$ cat src/rtl/my_matrix_multiplier_ctrl_master.sv
// AXI4-Lite master for the matrix multiplier control slave: writes the six kernel
// arguments, sets ap_start, polls AP_CTRL for ap_done and reports status/elapsed cycles.
module my_matrix_multiplier_ctrl_master #(
  parameter int C_ADDR_WIDTH    = 12,
  parameter int C_DATA_WIDTH    = 32,
  parameter int C_POLL_INTERVAL = 16,
  parameter int C_MAX_POLLS     = 65535
) (
  input  logic                      aclk,
  input  logic                      areset_n,
  input  logic                      cmd_valid,
  output logic                      cmd_ready,
  input  logic [31:0]               nrows_A,
  input  logic [31:0]               ncols_A,
  input  logic [31:0]               ncols_B,
  input  logic [63:0]               in_A,
  input  logic [63:0]               in_B,
  input  logic [63:0]               out_C,
  output logic                      busy,
  output logic                      done,
  output logic [1:0]                status,
  output logic [31:0]               cycles,
  output logic                      m_awvalid,
  input  logic                      m_awready,
  output logic [C_ADDR_WIDTH-1:0]   m_awaddr,
  output logic                      m_wvalid,
  input  logic                      m_wready,
  output logic [C_DATA_WIDTH-1:0]   m_wdata,
  output logic [C_DATA_WIDTH/8-1:0] m_wstrb,
  input  logic                      m_bvalid,
  output logic                      m_bready,
  input  logic [1:0]                m_bresp,
  output logic                      m_arvalid,
  input  logic                      m_arready,
  output logic [C_ADDR_WIDTH-1:0]   m_araddr,
  input  logic                      m_rvalid,
  output logic                      m_rready,
  input  logic [C_DATA_WIDTH-1:0]   m_rdata,
  input  logic [1:0]                m_rresp
);

  typedef enum logic [2:0] {IDLE, WR, BRESP, RD, RDATA, WAIT, FIN} state_t;

  state_t                    state_reg, state_next;
  logic [3:0]                idx_reg, idx_next;
  logic                      aw_valid_reg, aw_valid_next;
  logic                      w_valid_reg, w_valid_next;
  logic [C_ADDR_WIDTH-1:0]   awaddr_reg, awaddr_next;
  logic [C_DATA_WIDTH-1:0]   wdata_reg, wdata_next;
  logic [31:0]               polls_reg, polls_next;
  logic [31:0]               wait_reg, wait_next;
  logic [31:0]               cycles_reg, cycles_next;
  logic [1:0]                status_reg, status_next;
  logic [31:0]               nrows_reg, ncols_a_reg, ncols_b_reg;
  logic [63:0]               in_a_reg, in_b_reg, out_c_reg;
  logic                      cmd_fire;

  function automatic logic [11:0] addr_of(input logic [3:0] idx);
    case (idx)
      4'd0:    addr_of = 12'h010;
      4'd1:    addr_of = 12'h018;
      4'd2:    addr_of = 12'h020;
      4'd3:    addr_of = 12'h028;
      4'd4:    addr_of = 12'h02c;
      4'd5:    addr_of = 12'h030;
      4'd6:    addr_of = 12'h034;
      4'd7:    addr_of = 12'h038;
      4'd8:    addr_of = 12'h03c;
      default: addr_of = 12'h000;
    endcase
  endfunction

  function automatic logic [31:0] data_of(input logic [3:0] idx, input logic [31:0] nr,
                                          input logic [31:0] ca, input logic [31:0] cb,
                                          input logic [63:0] ia, input logic [63:0] ib,
                                          input logic [63:0] oc);
    case (idx)
      4'd0:    data_of = nr;
      4'd1:    data_of = ca;
      4'd2:    data_of = cb;
      4'd3:    data_of = ia[31:0];
      4'd4:    data_of = ia[63:32];
      4'd5:    data_of = ib[31:0];
      4'd6:    data_of = ib[63:32];
      4'd7:    data_of = oc[31:0];
      4'd8:    data_of = oc[63:32];
      default: data_of = 32'h1;
    endcase
  endfunction

  assign cmd_fire = (state_reg == IDLE) && cmd_valid;

  always_ff @(posedge aclk or negedge areset_n) begin
    if (!areset_n) begin
      state_reg    <= IDLE;
      idx_reg      <= '0;
      aw_valid_reg <= 1'b0;
      w_valid_reg  <= 1'b0;
      awaddr_reg   <= '0;
      wdata_reg    <= '0;
      polls_reg    <= '0;
      wait_reg     <= '0;
      cycles_reg   <= '0;
      status_reg   <= 2'b00;
      nrows_reg    <= '0;
      ncols_a_reg  <= '0;
      ncols_b_reg  <= '0;
      in_a_reg     <= '0;
      in_b_reg     <= '0;
      out_c_reg    <= '0;
    end else begin
      state_reg    <= state_next;
      idx_reg      <= idx_next;
      aw_valid_reg <= aw_valid_next;
      w_valid_reg  <= w_valid_next;
      awaddr_reg   <= awaddr_next;
      wdata_reg    <= wdata_next;
      polls_reg    <= polls_next;
      wait_reg     <= wait_next;
      cycles_reg   <= cycles_next;
      status_reg   <= status_next;
      if (cmd_fire) begin
        nrows_reg   <= nrows_A;
        ncols_a_reg <= ncols_A;
        ncols_b_reg <= ncols_B;
        in_a_reg    <= in_A;
        in_b_reg    <= in_B;
        out_c_reg   <= out_C;
      end
    end
  end

  always_comb begin
    state_next    = state_reg;
    idx_next      = idx_reg;
    aw_valid_next = aw_valid_reg;
    w_valid_next  = w_valid_reg;
    awaddr_next   = awaddr_reg;
    wdata_next    = wdata_reg;
    polls_next    = polls_reg;
    wait_next     = wait_reg;
    cycles_next   = cycles_reg;
    status_next   = status_reg;

    // elapsed time covers the whole polling phase, saturating
    if ((state_reg == RD || state_reg == RDATA || state_reg == WAIT) && cycles_reg != 32'hFFFF_FFFF)
      cycles_next = cycles_reg + 32'd1;

    case (state_reg)
      IDLE: begin
        if (cmd_valid) begin
          state_next    = WR;
          idx_next      = 4'd0;
          aw_valid_next = 1'b1;
          w_valid_next  = 1'b1;
          awaddr_next   = C_ADDR_WIDTH'(addr_of(4'd0));
          wdata_next    = C_DATA_WIDTH'(data_of(4'd0, nrows_A, ncols_A, ncols_B, in_A, in_B, out_C));
          status_next   = 2'b00;
          cycles_next   = '0;
        end
      end
      WR: begin
        if (aw_valid_reg && m_awready) aw_valid_next = 1'b0;
        if (w_valid_reg && m_wready)   w_valid_next  = 1'b0;
        if (!aw_valid_next && !w_valid_next) state_next = BRESP;
      end
      BRESP: begin
        if (m_bvalid) begin
          if (m_bresp != 2'b00) begin
            state_next  = FIN;
            status_next = 2'b01;
          end else if (idx_reg != 4'd9) begin
            idx_next      = idx_reg + 4'd1;
            state_next    = WR;
            aw_valid_next = 1'b1;
            w_valid_next  = 1'b1;
            awaddr_next   = C_ADDR_WIDTH'(addr_of(idx_reg + 4'd1));
            wdata_next    = C_DATA_WIDTH'(data_of(idx_reg + 4'd1, nrows_reg, ncols_a_reg,
                                                  ncols_b_reg, in_a_reg, in_b_reg, out_c_reg));
          end else begin
            cycles_next = '0;
            polls_next  = '0;
            state_next  = RD;
          end
        end
      end
      RD: begin
        if (m_arready) state_next = RDATA;
      end
      RDATA: begin
        if (m_rvalid) begin
          polls_next = polls_reg + 32'd1;
          // ap_done is clear-on-read, so one set bit is final
          if (m_rresp != 2'b00) begin
            state_next  = FIN;
            status_next = 2'b10;
          end else if (m_rdata[1]) begin
            state_next  = FIN;
            status_next = 2'b00;
          end else if (polls_next == 32'(C_MAX_POLLS)) begin
            state_next  = FIN;
            status_next = 2'b11;
          end else begin
            state_next = WAIT;
            wait_next  = '0;
          end
        end
      end
      WAIT: begin
        wait_next = wait_reg + 32'd1;
        if (wait_reg == 32'(C_POLL_INTERVAL - 1)) state_next = RD;
      end
      FIN: begin
        state_next = IDLE;
      end
      default: begin
        state_next = IDLE;
      end
    endcase
  end

  logic unused_rdata;
  assign unused_rdata = &{1'b0, m_rdata};

  assign cmd_ready = (state_reg == IDLE);
  assign busy      = (state_reg != IDLE);
  assign done      = (state_reg == FIN);
  assign status    = status_reg;
  assign cycles    = cycles_reg;
  assign m_awvalid = aw_valid_reg;
  assign m_awaddr  = awaddr_reg;
  assign m_wvalid  = w_valid_reg;
  assign m_wdata   = wdata_reg;
  assign m_wstrb   = '1;
  assign m_bready  = (state_reg == BRESP);
  assign m_arvalid = (state_reg == RD);
  assign m_araddr  = '0;
  assign m_rready  = (state_reg == RDATA);

endmodule

$ cat config.mk
export PLATFORM = sky130hd
export DESIGN_NAME = my_matrix_multiplier_ctrl_master
export DESIGN_NICKNAME = d
export VERILOG_FILES = /design/src/rtl/my_matrix_multiplier_ctrl_master.sv
export SDC_FILE = /design/constraint.sdc
export NUM_CORES = 1
export LEC_CHECK = 0
export ABC_AREA = 0
export BUFFER_PORTS_ARGS = -buffer_cell sky130_fd_sc_hd__buf_2
export CAP_MARGIN = 20
export CORE_ASPECT_RATIO = 0.9
export CORE_MARGIN = 1.5
export CORE_UTILIZATION = 55
export DETAILED_ROUTE_END_ITERATION = 8
export PLACE_DENSITY = 0.8
export SETUP_SLACK_MARGIN = 0.02
export SLEW_MARGIN = 20
export SYNTH_ARGS = -nofsm -noshare
export SYNTH_HDL_FRONTEND = slang
export SYNTH_SLANG_ARGS = --single-unit
$ cat constraint.sdc
create_clock -name aclk -period 3.1 [get_ports aclk]
set_input_delay 0.31 -clock aclk [delete_from_list [all_inputs] [get_ports aclk]]
set_output_delay 0.31 -clock aclk [all_outputs]
set_load 0.1 [all_outputs]
==> implementation parameters <==
Parameter                              Value

Timing
  Post-route fraction of the period consumed by the critical path    102%
  Min setup slack post-route    -0.0560 ns
  Setup TNS    -0.0560 ns
  Worst clock skew    0.0474 ns
  Worst hold-check slack    0.0425 ns
  Final count of hold timing violations    0
  Post-route minimum period    3.16 ns
  Maximum clock frequency    317 MHz
  Transition time at the pin with the least slew margin    0.781 ns
  Final count of pins violating max slew    0
  Max_slew headroom    47.9%
  Final setup viols    1
  Unrepaired setup endpoints after global routing    yes

Routing
  Initial DRC Count    2118
  Pre-Repair DR Iteration Count    7
  Residual DRC count    0
  Count of nets left with antenna violations after detail routing    0
  Via count normalized by instance count    6.37
  Vias    18880
  Routed wire per std cell    25.0 um
  WL final    74.2 mm

Cells and area
  Layout cell share with drive strength beyond 1    35.4%
  Area added between synthesis and finish    35.7%
  # nets final    2784
  Post-layout util    75.8%

Floorplan
  Core footprint    36100 sq um
  Area enclosed by the die boundary    37800 sq um
  Width of the chip    205 um
  FP Rows    66
  Boundary Pins    434
  Initial Util    55.9%
  Vertical die dimension    185 um

Logic synthesis
  Ys async rst share    100%
  Number of instances in the synthesized netlist    1784
  Post-synth EDFFs    0
  Sequential element share of the synthesized area    53.5%
  Total standard cell area after synthesis    20200 sq um
  Number of synthesized register bits    431
  Syn. warnings    0
  Number of library cell types mapped by synthesis    66
  Syn Area/Cell    11.3 sq um
  Commonest register cell after synthesis    sky130_fd_sc_hd__dfrtp_1

CTS
  CTS H-tree lvls    2
  CTS tree    built
  Clock latency on the worst-skew pair    0.60 ns
  # clock sinks    431
  Clk pin slew, worst setup/hold paths    0.06 ns
  Cts bufs inserted    44
  Clock Tree Buf Depth    3
  Clock root cell    sky130_fd_sc_hd__clkbuf_16

Global route
  Number of antenna violations at the first check in global routing    13
  Leftover overflow at the end of global routing    0
  GRT Resource Usage Total    38.7%
  Largest net degree at the start of global routing    90
  Number of global-route vias before repair    19448
  Wire length of the first global-routing pass    111 mm

Worst setup path
  Arrival time of data at the critical path endpoint    3.58 ns
  Biggest cell delay along the critical path    0.49 ns
  Depth of the most critical reg-to-reg path    11
  Critical path required time    3.53 ns
  Critical setup path kind    register to register
  Type of element launching the critical path    register
  Worst reg2reg setup slack    -0.06 ns
  Max stage delay cell, worst path    sky130_fd_sc_hd__dfrtp_2
  Capturing element type of the critical path    register
  Cells traversed along the worst timing path    ha_1 > xnor2_2 > buf_4 > nor3_2 > buf_12 > a222oi_1 > nand3_1 > a221oi_1 > nor2_1 > a21oi_1 > o21ai_0
  Worst-path maximum fanout    32

Run status
  Failing checks    setup timing
  Run status    finished, violations left

Power and ir drop
  Power per Cell Area    976 nW/um^2
  Static Leakage    0.0120 uW
  Net switching power    11300 uW
  Fraction of power consumed by sequential logic    38.0%
  Internal power contribution    15400 uW
  Share of total power in combinational logic    41.4%
  Part of the power in the clock network    20.5%
  Peak supply drop    0.000771 V
  Sw frac    42.3%

Job
  Number of maximum-capacitance violations    0

Placed design
  Final GP Congestion    0.939
  Count of buffers inserted at the top-level ports    378
  Half-perimeter wire length of the detailed placement result    40.5 mm

Hold path
  Min-Delay Path Depth    2
  Worst min-delay path class    input pin to register
-- worst max-delay path: cells and delay by family (launching register included) --
family / cells / cell delay, ns
DFF: 1 / 0.49
adders and majority gates: 1 / 0.32
buffers and inverters: 2 / 0.37
and+or+nand+nor: 3 / 0.37
xor gates and xnor gates: 1 / 0.29
AOI/OAI and AO/OA: 4 / 1.16
-- cell families after synthesis --
| logic type | after synthesis | synth area share [%] |
|---|---|---|
| AOI/OAI and AO/OA | 359 | 11.8 |
| xor gates and xnor gates | 58 | 2.52 |
| adders and majority gates | 10 | 0.621 |
| buffers and inverters | 162 | 3.53 |
| DFF | 431 | 53.5 |
| muxes | 293 | 16.3 |
| other | 2 | 0.0373 |
| and+or+nand+nor | 469 | 11.7 |
-- cell type report --
class | count | area [sq um]
multi-input cells | 1213 | 8890
diodes | 13 | 32.5
flip-flops and latches | 431 | 10800
clock inverters | 12 | 125
clock buffers | 66 | 1310
inverters | 24 | 95.1
repair buffers | 728 | 5480
fillers | 2071 | 8720
well taps | 476 | 596
-- synth_stat cells (10+ instances only) --
master,instances,area (sq um)
sky130_fd_sc_hd__a22oi_1,75,563
sky130_fd_sc_hd__and3_1,30,188
sky130_fd_sc_hd__nor4_1,14,87.6
sky130_fd_sc_hd__a31oi_1,12,75.1
sky130_fd_sc_hd__and2_1,10,62.6
sky130_fd_sc_hd__buf_4,24,180
sky130_fd_sc_hd__or3_1,14,87.6
sky130_fd_sc_hd__inv_1,23,86.3
sky130_fd_sc_hd__nand4_1,31,194
sky130_fd_sc_hd__a21oi_1,72,360
sky130_fd_sc_hd__xor2_1,42,368
sky130_fd_sc_hd__dfrtp_1,431,10800
sky130_fd_sc_hd__ha_1,10,125
sky130_fd_sc_hd__nand2_1,110,413
sky130_fd_sc_hd__and4_1,10,87.6
sky130_fd_sc_hd__nor3_1,26,130
sky130_fd_sc_hd__a221oi_1,21,184
sky130_fd_sc_hd__clkbuf_1,106,398
sky130_fd_sc_hd__xnor2_1,16,140
sky130_fd_sc_hd__nand3_1,67,335
sky130_fd_sc_hd__a222oi_1,32,320
sky130_fd_sc_hd__o21ai_0,104,521
sky130_fd_sc_hd__nor2_1,122,458
sky130_fd_sc_hd__o31ai_1,13,97.6
sky130_fd_sc_hd__mux2_2,290,3270
-- stage by stage --
stage | setup slack (ns) | cell area, sq um | power [uW] | cells
2_1_floorplan | 0.0214 | 20300 | 16900 | 1806
3_3_place_gp | 0.172 | 22900 | 19300 | 2583
3_5_place_dp | 0.0286 | 22900 | 19800 | 2583
4_1_cts | 0.0658 | 27200 | 25500 | 2944
5_1_grt | -0.0682 | 27400 | 27500 | 2960
6_report | -0.0560 | 27400 | 26700 | 2963
-- path summary, 6_finish.rpt --
check	startpoint	end
max	idx_reg[0]	m_wdata[14]
min	nrows_A[31]	nrows_reg[31]
max reg2reg	idx_reg[0]	m_wdata[14]
min reg2reg	m_awaddr[5]	m_awaddr[5]
max in group asynchronous	areset_n	polls_reg[1]
min in group asynchronous	areset_n	polls_reg[21]
-- per-layer routing --
| layer | up-vias | routed length, um | GRT usage [%] |
|---|---|---|---|
| met5 | - | 27 | 0 |
| met4 | 4 | 5300 | 26.1 |
| met3 | 416 | 8050 | 10.1 |
| met2 | 1528 | 34600 | 60.7 |
| met1 | 9126 | 26200 | 47.1 |
| li1 | 7806 | - | - |
-- cell usage in the layout (no fill, tap or decap), drive strengths merged, types with 31 or more instances in the layout --
cell	netlist	routed
a21oi	72	72
nand3	67	67
dfrtp	431	431
nor2	122	122
nand2	110	110
xor2	42	42
mux2	290	290
buf	32	444
o21ai	106	106
a22oi	75	75
nand4	35	35
dlygate4sd3	0	284
a222oi	32	32
clkbuf	106	66
and3	31	31
-- power by group through the flow --
stage,Combinational (uW),Clock [uW],Sequential [uW]
3_3_place_gp,9670,0,9610
3_5_place_dp,9990,0,9790
5_1_grt,11500,5720,10300
6_report,11100,5480,10200
4_1_cts,10300,5410,9740
2_1_floorplan,5680,0,11200
-- what timing repair did --
| item | CTS | global route |
|---|---|---|
| hold buffers | 283 | 1 |
| cloned | 0 | 0 |
| gates resized for setup | 1 | 20 |
| buffers inserted | 0 | 5 |
| pin swaps | 0 | 5 |
| hold endpoints to repair | 362 | 1 |
| endpoints found under the setup margin | 1 | 30 |
No activity file was read; power rests on OpenSTA's default activity.
